[src/rtl/rv32i_instr_encoder.sv]
// RV32I instruction encoder: combinational field packing into a 2-entry output FIFO,
// with accepted/illegal request counters.
module rv32i_instr_encoder #(
    parameter int unsigned CNT_W = 16
) (
    input  logic             clk,
    input  logic             rst_n,
    input  logic             in_valid,
    output logic             in_ready,
    input  logic [2:0]       in_class,
    input  logic [3:0]       in_alu_op,
    input  logic [2:0]       in_funct3,
    input  logic [4:0]       in_rd,
    input  logic [4:0]       in_rs1,
    input  logic [4:0]       in_rs2,
    input  logic [31:0]      in_imm,
    output logic             out_valid,
    input  logic             out_ready,
    output logic [31:0]      out_instr,
    output logic             out_illegal,
    output logic [CNT_W-1:0] accepted_cnt,
    output logic [7:0]       illegal_cnt
);

    typedef enum logic [2:0] {
        CLS_R_ALU  = 3'd0,
        CLS_I_ALU  = 3'd1,
        CLS_LOAD   = 3'd2,
        CLS_STORE  = 3'd3,
        CLS_BRANCH = 3'd4,
        CLS_JAL    = 3'd5,
        CLS_JALR   = 3'd6,
        CLS_RSVD   = 3'd7
    } instr_class_e;

    typedef enum logic [3:0] {
        ALU_AND  = 4'b0000,
        ALU_OR   = 4'b0001,
        ALU_ADD  = 4'b0010,
        ALU_XOR  = 4'b0100,
        ALU_SLL  = 4'b0101,
        ALU_SUB  = 4'b0110,
        ALU_SLT  = 4'b0111,
        ALU_SRL  = 4'b1000,
        ALU_SRA  = 4'b1001,
        ALU_SLTU = 4'b1010
    } alu_op_e;

    localparam logic [6:0] OP_R      = 7'b0110011;
    localparam logic [6:0] OP_I      = 7'b0010011;
    localparam logic [6:0] OP_LOAD   = 7'b0000011;
    localparam logic [6:0] OP_STORE  = 7'b0100011;
    localparam logic [6:0] OP_BRANCH = 7'b1100011;
    localparam logic [6:0] OP_JAL    = 7'b1101111;
    localparam logic [6:0] OP_JALR   = 7'b1100111;

    logic [2:0]  w_alu_f3;
    logic [6:0]  w_alu_f7;
    logic        w_alu_ok;
    logic        w_alu_shift;
    logic [11:0] w_i_imm;
    logic [31:0] w_instr;
    logic        w_illegal;
    logic        w_push;
    logic        w_pop;

    logic [31:0] r_mem_instr [2];
    logic        r_mem_ill   [2];
    logic        r_wr_ptr;
    logic        r_rd_ptr;
    logic [1:0]  r_count;
    logic [CNT_W-1:0] r_acc_cnt;
    logic [7:0]  r_ill_cnt;

    always_comb begin
        w_alu_f3    = 3'b000;
        w_alu_f7    = 7'h00;
        w_alu_ok    = 1'b1;
        w_alu_shift = 1'b0;
        case (in_alu_op)
            ALU_ADD:  w_alu_f3 = 3'b000;
            ALU_SUB:  begin w_alu_f3 = 3'b000; w_alu_f7 = 7'h20; end
            ALU_SLL:  begin w_alu_f3 = 3'b001; w_alu_shift = 1'b1; end
            ALU_SLT:  w_alu_f3 = 3'b010;
            ALU_SLTU: w_alu_f3 = 3'b011;
            ALU_XOR:  w_alu_f3 = 3'b100;
            ALU_SRL:  begin w_alu_f3 = 3'b101; w_alu_shift = 1'b1; end
            ALU_SRA:  begin w_alu_f3 = 3'b101; w_alu_f7 = 7'h20; w_alu_shift = 1'b1; end
            ALU_OR:   w_alu_f3 = 3'b110;
            ALU_AND:  w_alu_f3 = 3'b111;
            default:  w_alu_ok = 1'b0;
        endcase
    end

    // Shift immediates carry only shamt; the upper 7 bits reuse funct7 to tell srai from srli.
    assign w_i_imm = w_alu_shift ? {w_alu_f7, in_imm[4:0]} : in_imm[11:0];

    always_comb begin
        w_instr   = '0;
        w_illegal = 1'b0;
        case (in_class)
            CLS_R_ALU: begin
                w_illegal = !w_alu_ok;
                w_instr   = {w_alu_f7, in_rs2, in_rs1, w_alu_f3, in_rd, OP_R};
            end
            CLS_I_ALU: begin
                w_illegal = !w_alu_ok || (in_alu_op == ALU_SUB);
                w_instr   = {w_i_imm, in_rs1, w_alu_f3, in_rd, OP_I};
            end
            CLS_LOAD: begin
                w_illegal = (in_funct3 == 3'b011) || (in_funct3 == 3'b110) ||
                            (in_funct3 == 3'b111);
                w_instr   = {in_imm[11:0], in_rs1, in_funct3, in_rd, OP_LOAD};
            end
            CLS_STORE: begin
                w_illegal = (in_funct3 > 3'b010);
                w_instr   = {in_imm[11:5], in_rs2, in_rs1, in_funct3, in_imm[4:0], OP_STORE};
            end
            CLS_BRANCH: begin
                w_illegal = (in_funct3 == 3'b010) || (in_funct3 == 3'b011);
                w_instr   = {in_imm[12], in_imm[10:5], in_rs2, in_rs1, in_funct3,
                             in_imm[4:1], in_imm[11], OP_BRANCH};
            end
            CLS_JAL: begin
                w_instr = {in_imm[20], in_imm[10:1], in_imm[11], in_imm[19:12], in_rd, OP_JAL};
            end
            CLS_JALR: begin
                w_instr = {in_imm[11:0], in_rs1, 3'b000, in_rd, OP_JALR};
            end
            default: begin
                w_illegal = 1'b1;
            end
        endcase
        if (w_illegal) begin
            w_instr = '0;
        end
    end

    assign in_ready  = (r_count < 2'd2);
    assign out_valid = (r_count != 2'd0);
    assign w_push    = in_valid && in_ready;
    assign w_pop     = out_valid && out_ready;

    always_ff @(posedge clk or negedge rst_n) begin
        if (!rst_n) begin
            for (int unsigned i = 0; i < 2; i++) begin
                r_mem_instr[i] <= '0;
                r_mem_ill[i]   <= 1'b0;
            end
            r_wr_ptr  <= 1'b0;
            r_rd_ptr  <= 1'b0;
            r_count   <= '0;
            r_acc_cnt <= '0;
            r_ill_cnt <= '0;
        end else begin
            if (w_push) begin
                r_mem_instr[r_wr_ptr] <= w_instr;
                r_mem_ill[r_wr_ptr]   <= w_illegal;
                r_wr_ptr  <= !r_wr_ptr;
                r_acc_cnt <= r_acc_cnt + 1'b1;
                if (w_illegal && (r_ill_cnt != 8'hFF)) begin
                    r_ill_cnt <= r_ill_cnt + 8'd1;
                end
            end
            if (w_pop) begin
                r_rd_ptr <= !r_rd_ptr;
            end
            case ({w_push, w_pop})
                2'b10:   r_count <= r_count + 2'd1;
                2'b01:   r_count <= r_count - 2'd1;
                default: r_count <= r_count;
            endcase
        end
    end

    assign out_instr    = out_valid ? r_mem_instr[r_rd_ptr] : '0;
    assign out_illegal  = out_valid ? r_mem_ill[r_rd_ptr]   : 1'b0;
    assign accepted_cnt = r_acc_cnt;
    assign illegal_cnt  = r_ill_cnt;

endmodule

[config.mk]
export PLATFORM = sky130hd
export DESIGN_NAME = rv32i_instr_encoder
export DESIGN_NICKNAME = d
export VERILOG_FILES = /design/src/rtl/rv32i_instr_encoder.sv
export SDC_FILE = /design/constraint.sdc
export NUM_CORES = 1
export LEC_CHECK = 0
export ABC_AREA = 1
export CAP_MARGIN = 20
export CORE_MARGIN = 3
export CORE_UTILIZATION = 40
export CTS_CLUSTER_DIAMETER = 80
export DETAILED_ROUTE_END_ITERATION = 10
export MAX_ROUTING_LAYER = met4
export PLACE_DENSITY = 0.66
export SYNTH_ARGS = -nofsm -noshare
export SYNTH_HDL_FRONTEND = slang
export SYNTH_SLANG_ARGS = --single-unit
[constraint.sdc]
create_clock -name clk -period 4 [get_ports clk]
set_input_delay 0.4 -clock clk [delete_from_list [all_inputs] [get_ports clk]]
set_output_delay 0.4 -clock clk [all_outputs]
set_load 0.1 [all_outputs]
==> results of run 1 <==
flip-flops by register name, summed over array words and instances, names as in the netlist:
signal and flops:
accepted_cnt 16, illegal_cnt 8, r_count 2, r_mem_ill 2, r_mem_instr 62, r_rd_ptr 1
r_wr_ptr 1
routing by layer:
| metal | wire (um) | up-vias | track usage [%] | share of wire (%) |
|---|---|---|---|---|
| met5 | 0 | - | - | 0 |
| met4 | 208 | 0 | 5.248 | 1.3 |
| met3 | 882 | 18 | 2.461 | 5.6 |
| met2 | 7293 | 195 | 35.01 | 47 |
| met1 | 7268 | 2542 | 30.69 | 46 |
| li1 | - | 2626 | - | - |
logic make-up after synthesis:
logic type / Yosys count / share of synthesized area (%)
and+or+nand+nor: 461 / 36.11
adders and majority gates: 3 / 0.6963
DFF: 92 / 42.70
AOI/OAI and AO/OA: 97 / 9.538
buffers and inverters: 94 / 7.705
xor gates and xnor gates: 20 / 3.249
worst register-to-register path, stage by stage (launching register included):
cell and delay (ns):
dfrtp_1 0.42, ha_1 0.24, nand2_1 0.11, nor2_1 0.08, a31oi_1 0.58, nand2_1 0.37, nand2_1 0.13, nand2_1 0.07
layout by cell type, fill, tap and decap left out, types with 8 or more instances in the layout:
| cell | count |
|---|---|
| nand2_1 | 299 |
| dfrtp_1 | 92 |
| nand3_1 | 90 |
| clkdlybuf4s50_1 | 74 |
| a21oi_1 | 58 |
| inv_1 | 52 |
| nor2_1 | 49 |
| buf_4 | 40 |
| o21ai_0 | 27 |
| xor2_1 | 12 |
| clkbuf_16 | 9 |
| nand3_2 | 8 |
| xnor2_1 | 8 |
layout make-up:
class | count | area share (%)
Tap cell | 172 | 3.187
Inverter | 59 | 3.280
Timing Repair Buffer | 115 | 15.82
Sequential cell | 92 | 34.09
Clock buffer | 11 | 3.595
Clock inverter | 3 | 0.3520
Multi-Input combinational cell | 581 | 39.67
final timing paths:
| check | start | to | slack, ns | cells past startpoint |
|---|---|---|---|---|
| max in group asynchronous | rst_n | r_mem_instr[44] | 2.86 | 2 |
| min in group clk | accepted_cnt[15] | accepted_cnt[15] | 0.47 | 1 |
| max reg2reg | illegal_cnt[0] | illegal_cnt[7] | 1.89 | 7 |
| min reg2reg | accepted_cnt[15] | accepted_cnt[15] | 0.47 | 1 |
| min | rst_n | r_mem_instr[17] | 0.07 | 1 |
| max | in_class[1] | r_mem_instr[43] | 1.47 | 8 |
power breakdown:
part / total (mW) / switching [mW] / internal, mW
Sequential: 1.51 / 0.235 / 1.28
Combinational: 3.40 / 2.66 / 0.737
Clock: 0.784 / 0.350 / 0.434
per-stage QoR:
stage	util [%]	setup WS, ns	hold slack (ns)
global route	52.44	1.279	0.1181
global placement	50.16	1.190	0.4459
floorplan	-	0.6571	0.1044
detailed placement	50.16	1.136	0.4596
finish	52.44	1.468	0.06976
CTS	52.23	1.500	0.09618
==> reports/results.env, run 1 <==
STATUS='finished clean'
DOMINANT_CELL_BY_COUNT_IN_THE_SYNTHESIZED_NETLIST='nand2_1'
YOSYS_REGISTER_BITS=92
SLEW_VIOL_FINAL=0
GLOBAL_PLACEMENT_ROUTABILITY_CONGESTION=0.9224
TIMING.CRITICAL_PATH.CELLS='clkdlybuf4s50_1 -> nor2_1 -> nand2_1 -> nand2_1 -> inv_1 -> o21ai_0 -> nand3_1 -> nand2_1'
SYN_INST=767
PLACEABLECOREAREA_UM2=12880
POWERDENSITY_nW_PER_UM2=842.7
WORSTSETUPSTARTPOINTTYPE='primary input'
AREA_DELTA_SYNTH_FINAL_PCT=25.25
GRT_ANTENNA_BEFORE_REPAIR=0
CHIPHEIGHT_UM=122.1
CRITICAL_PATH.SLOWEST_CELL='clkdlybuf4s50_1'
TIMING.MAX_SLEW.REL_SLACK_PCT=34.17
CTS-BUFFERS-INSERTED=9
DIE_AREA_UM2=14910
FINALPOWER_mW=5.691
FINALWIRELENGTH_MM=15.65
VIAS=5381
CTS_POST_SETUP_BUFFERS_INSERTED=0
CRITPATHCAPTURETYPE='register'
CLOCK_INSERTION_DELAY_AT_THE_LATER_PIN_OF_THE_SKEW_REPORT_NS=0.34
YOSYSTOPAREACELLSHARE_PCT=42.70
FF_LATCH_AREA_UM2=2302
NETLIST_TOP_CELLS_AREA='dfrtp_1, nand2_1, nand3_1, a21oi_1, inv_1'
PATH_COMMON_CELL='nand2_1'
GRT_PASS1_VIAS=5057
GRT_MAX_DEGREE=54
NUMBER_OF_SYNTHESIZED_FLOPS_WITH_AN_ENABLE_PIN=0
IOPINCOUNT=120
DESIGN.FINAL.NETS=922
PATH_BUF_INV=2
LAYOUT_WORST_PATH_CYCLE_SHARE_PCT=63.30
WORST_PATH_LARGEST_CELL_DELAY_NS=0.55
CRITICALPATHCATEGORY='primary input to register'
PLACEMENT.IO_BUFFERS=108
WORSTPATHARRIVAL_NS=2.80
WIRE_LENGTH_OF_THE_FIRST_GLOBAL_ROUTING_PASS_MM=25.40
CTS.SINK_COUNT=92
CTS_HOLD_BUFFERS=0
IRDROPWORSTVDD_V=0.0004248
CTSROOTBUFFERMASTER='clkbuf_16'
PLACED_CELLS_INCL_TAPS=1018
MULTI_INPUT_AREA_UM2=2679
ASYNC_RESET_FF_SHARE_PCT=100.0
PLACE.DETAILED.HPWL_MM=10.74
GRT_USAGE_PCT=22.11
FLOORPLAN.INITIALDENSITY_PCT=41.87
SYNTHESIZED_NETS=831
TIGHTESTPINTRANSITION_NS=0.9843
N_ANTENNA_CELL=0
FINAL-SETUP-VIOL-COUNT=0
DRT_FIRST_PASS_ITERS=5
DRIVE_GT1_SHARE_PCT=8.827
CLK_PIN_SLEW_WORST_PATHS_NS=0.06
NETLIST.TOP_CELL.BY_AREA='dfrtp_1'
REPORTED_MAX_CAP_VIOLATION_COUNT=0
RSZ0062_AT_GRT='no'
TOTAL_LEAKAGE_POWER_nW=3.456
SYNTH.AVG_CELL_AREA_UM2=7.029
CRIT_FANOUT=22
DOMINANT_SYNTHESIZED_FLOP_CELL='dfrtp_1'
WORST-ENDPOINT-REQUIRED_NS=4.27
CTS.REPAIR.RESIZED=0
CLK_PATH_BUF_DEPTH=2
YOSYSUNIQUECELLTYPES=28
FLOORPLAN.DIE.WIDTH_UM=122.1
CTS_TREE='built'
TIMING.HOLD.WORST.CLASS='primary input to async pin'
FILLERINSTANCES=1268
OVERFLOW=0
FLOORPLAN.ROWS=41
YOSYS-TOP-CELLS-COUNT='nand2_1, dfrtp_1, nand3_1, a21oi_1, inv_1'
FINALHOLDVIOLATIONS=0
SYNTHESIS.AREA_UM2=5391
POSTPLACECELLAREA_UM2=6459
FIN_CRIT_NS=2.532
ROUTEDWLPERCELL_UM=15.15
SYNTH_SEQUENTIAL_AREA_RATIO_PCT=42.70
ROUTE.DETAILED.VIAS_PER_INST=5.209
HTREE_NUM_LEVELS=3
SYNTH-WARNING-COUNT=0
WORST_PATH_DOMINANT_CELL_FAMILY='simple AND/OR/NAND/NOR gates'
MAX_CLOCK_FREQ_MHz=395.0
DRC_ERRORS=0
WORST_CLOCK_SKEW_NS=0.003778
FINAL_DESIGN_AREA_NO_FILL_UM2=6753
FINALSETUPTNS_NS=0
ANT_NETS=0
DETAIL_ROUTE.ITER0.VIOLATIONS=367
FINAL_CELL_COUNT_NO_FILL=1033
(Power assumes the default switching activity.)
==> inputs of run 2 (changes only) <==
--- a/config.mk
+++ b/config.mk
@@ -12,7 +12,7 @@
 export CTS_CLUSTER_DIAMETER = 80
 export DETAILED_ROUTE_END_ITERATION = 10
 export MAX_ROUTING_LAYER = met4
-export PLACE_DENSITY = 0.66
+export PLACE_DENSITY = 0.68
 export SYNTH_ARGS = -nofsm -noshare
 export SYNTH_HDL_FRONTEND = slang
 export SYNTH_SLANG_ARGS = --single-unit
==> constraint.sdc (replaced) <==
create_clock -name clk -period 2.3 [get_ports clk]
set_input_delay 0.23 -clock clk [delete_from_list [all_inputs] [get_ports clk]]
set_output_delay 0.23 -clock clk [all_outputs]
set_load 0.1 [all_outputs]
==> run 2 against run 1 <==
Flip-flop and latch count stayed put. Total power is 97% higher. Global-route usage is 0.76 points lower. Highest routed layer unchanged. Register-to-register slack worse by 1.5 ns. Clock-buffer cell count is 2 lower. Core utilization is 5.8 points higher. Combinational power is 110% higher. Final cell count is 2.8% higher. Largest cell class unchanged. Critical path depth is 3 lower.
==> reports/results.env, run 2 (synthesis results as in run 1) <==
CLOCK_POWER_SHARE_PCT=13.2
WORST_CLOCK_SKEW_NS=0.009009
STATUS='finished clean'
IRDROPWORSTVDD_V=0.0006866
P_SEQ_SHARE_PCT=23.2
IOPINCOUNT=120
TOTAL_LEAKAGE_POWER_nW=3.766
REPORTED_MAX_CAP_VIOLATION_COUNT=0
DRIVE_GT1_SHARE_PCT=18.31
CLOCK_INSERTION_DELAY_AT_THE_LATER_PIN_OF_THE_SKEW_REPORT_NS=0.34
WORST_PATH_LARGEST_CELL_DELAY_NS=0.37
LAYOUT_COMMONEST_CELL='nand2_1'
WORST_PATH_DOMINANT_CELL_FAMILY='buffers and inverters'
WORSTPATHARRIVAL_NS=1.81
GRT_USAGE_PCT=21.35
HTREE_NUM_LEVELS=3
AREA_DELTA_SYNTH_FINAL_PCT=39.13
CHIPHEIGHT_UM=122.1
FIN_CRIT_NS=2.039
FLOORPLAN.INITIALDENSITY_PCT=41.87
CRITPATHCAPTURETYPE='output port'
ANT_NETS=0
TIMING.CRITICAL_PATH.CELLS='inv_1 -> buf_4 -> nand2_1 -> a21oi_2 -> buf_12'
FLOORPLAN.ROWS=41
CLK_PATH_BUF_DEPTH=2
FLOORPLAN.DIE.WIDTH_UM=122.1
PLACE.DETAILED.HPWL_MM=11.00
ROUTE.DETAILED.VIAS_PER_INST=5.044
FINALSETUPTNS_NS=0
WORSTSETUPSTARTPOINTTYPE='register'
P_INT_mW=5.285
LAYOUT_WORST_PATH_CYCLE_SHARE_PCT=88.66
GRT_ANTENNA_BEFORE_REPAIR=0
NET_LOAD_SWITCHING_POWER_mW=5.939
TIMING.MAX_SLEW.REL_SLACK_PCT=63.78
CTSROOTBUFFERMASTER='clkbuf_16'
CTS.SINK_COUNT=92
GRT_PASS1_VIAS=5077
TIGHTESTPINTRANSITION_NS=0.5434
ROUTEDWLPERCELL_UM=14.05
OVERFLOW=0
WIRE_LENGTH_OF_THE_FIRST_GLOBAL_ROUTING_PASS_MM=24.66
N_ANTENNA_CELL=0
DRC_ERRORS=0
PATH_BUF_INV=3
PLACEABLECOREAREA_UM2=12880
CRIT_FANOUT=13
FINALWIRELENGTH_MM=14.93
CTS_TREE='built'
POWERDENSITY_nW_PER_UM2=1496
MAX_CLOCK_FREQ_MHz=490.4
LAYOUT.CELLS.MOST_COMMON_LIST='nand2_1, dfrtp_1, nand3_1'
POWER_SWITCHING_SHARE_PCT=52.91
LARGEST_REG_FLOPS=62
CTS_POST_SETUP_BUFFERS_INSERTED=0
DPL_WORST_SLACK_NS=0.1243
CLK_PIN_SLEW_WORST_PATHS_NS=0.06
FINALPOWER_mW=11.22
HOLD-WORST-SLACK_NS=0.4142
CRITICAL_PATH.SLOWEST_CELL='dfrtp_1'
SETUP_SLACK_NS=0.2607
VIAS=5357
GLOBAL_PLACEMENT_ROUTABILITY_CONGESTION=0.9408
DIE_AREA_UM2=14910
RSZ0062_AT_GRT='no'
WORST-ENDPOINT-REQUIRED_NS=2.07
DETAIL_ROUTE.ITER0.VIOLATIONS=295
SLEW_VIOL_FINAL=0
PLACEMENT.IO_BUFFERS=108
DESIGN.FINAL.NETS=950
DRT_FIRST_PASS_ITERS=5
FINAL-SETUP-VIOL-COUNT=0
TIMING.HOLD.WORST.CLASS='primary input to async pin'
GRT_MAX_DEGREE=52
COMBPWRFRAC_PCT=63.7
CTS-BUFFERS-INSERTED=9
REGISTERS.TOP_BY_FF_COUNT='r_mem_instr'
FINALHOLDVIOLATIONS=0
CRITICALPATHCATEGORY='register to output port'
## run 2: layout make-up
cell class	count	area, um2
clock inverters	6	73.82
multi-input cells	581	2804
flip-flops and latches	92	2302
clock buffers	9	225.2
well taps	172	215.2
inverters	59	221.5
fillers	1201	5375
repair buffers	143	1659
## run 2: final timing paths
check                            startpoint               end  slack, ns  cells after the start
setup / recovery                   r_rd_ptr     out_instr[20]       0.26                      5
hold / removal                        rst_n   r_mem_instr[41]       0.41                      2
setup reg to reg                 r_count[1]  accepted_cnt[14]       0.40                      9
hold reg to reg            accepted_cnt[15]  accepted_cnt[15]       0.47                      1
max in group asynchronous             rst_n   r_mem_instr[24]       1.23                      3
min in group clk           accepted_cnt[15]  accepted_cnt[15]       0.47                      1
## run 2: what timing repair did
action,4_1_cts,5_1_grt
hold endpoints to repair,41,0
hold buffers,1,0
resized for setup,0,0
## run 2: stage by stage
stage | area [um2] | utilization [%] | cells
6_report | 7501 | 58.25 | 1062
5_1_grt | 7501 | 58.25 | 1062
4_1_cts | 7501 | 58.25 | 1062
3_5_place_dp | 7192 | 55.85 | 1046
3_3_place_gp | 7192 | 55.85 | 1046
2_1_floorplan | 5512 | - | 767
## run 2: per-layer routing
metal / routed length [um] / global-route usage [%] / share of wire [%] / vias up
li1: - / - / - / 2687
met1: 6882 / 28.71 / 46 / 2512
met2: 6899 / 33.01 / 46 / 140
met3: 897 / 3.668 / 6.0 / 18
met4: 246 / 6.928 / 1.6 / 0
met5: 0 / - / 0 / -
## run 2: power by group through the flow
stage	registers (mW)	logic (mW)	clock network, mW
after floorplan	3.09	4.30	0
final	2.60	7.14	1.48
after detailed placement	2.62	7.19	0
after global placement	2.60	7.14	0
after CTS	2.60	7.20	1.51
after global routing	2.68	7.51	1.57
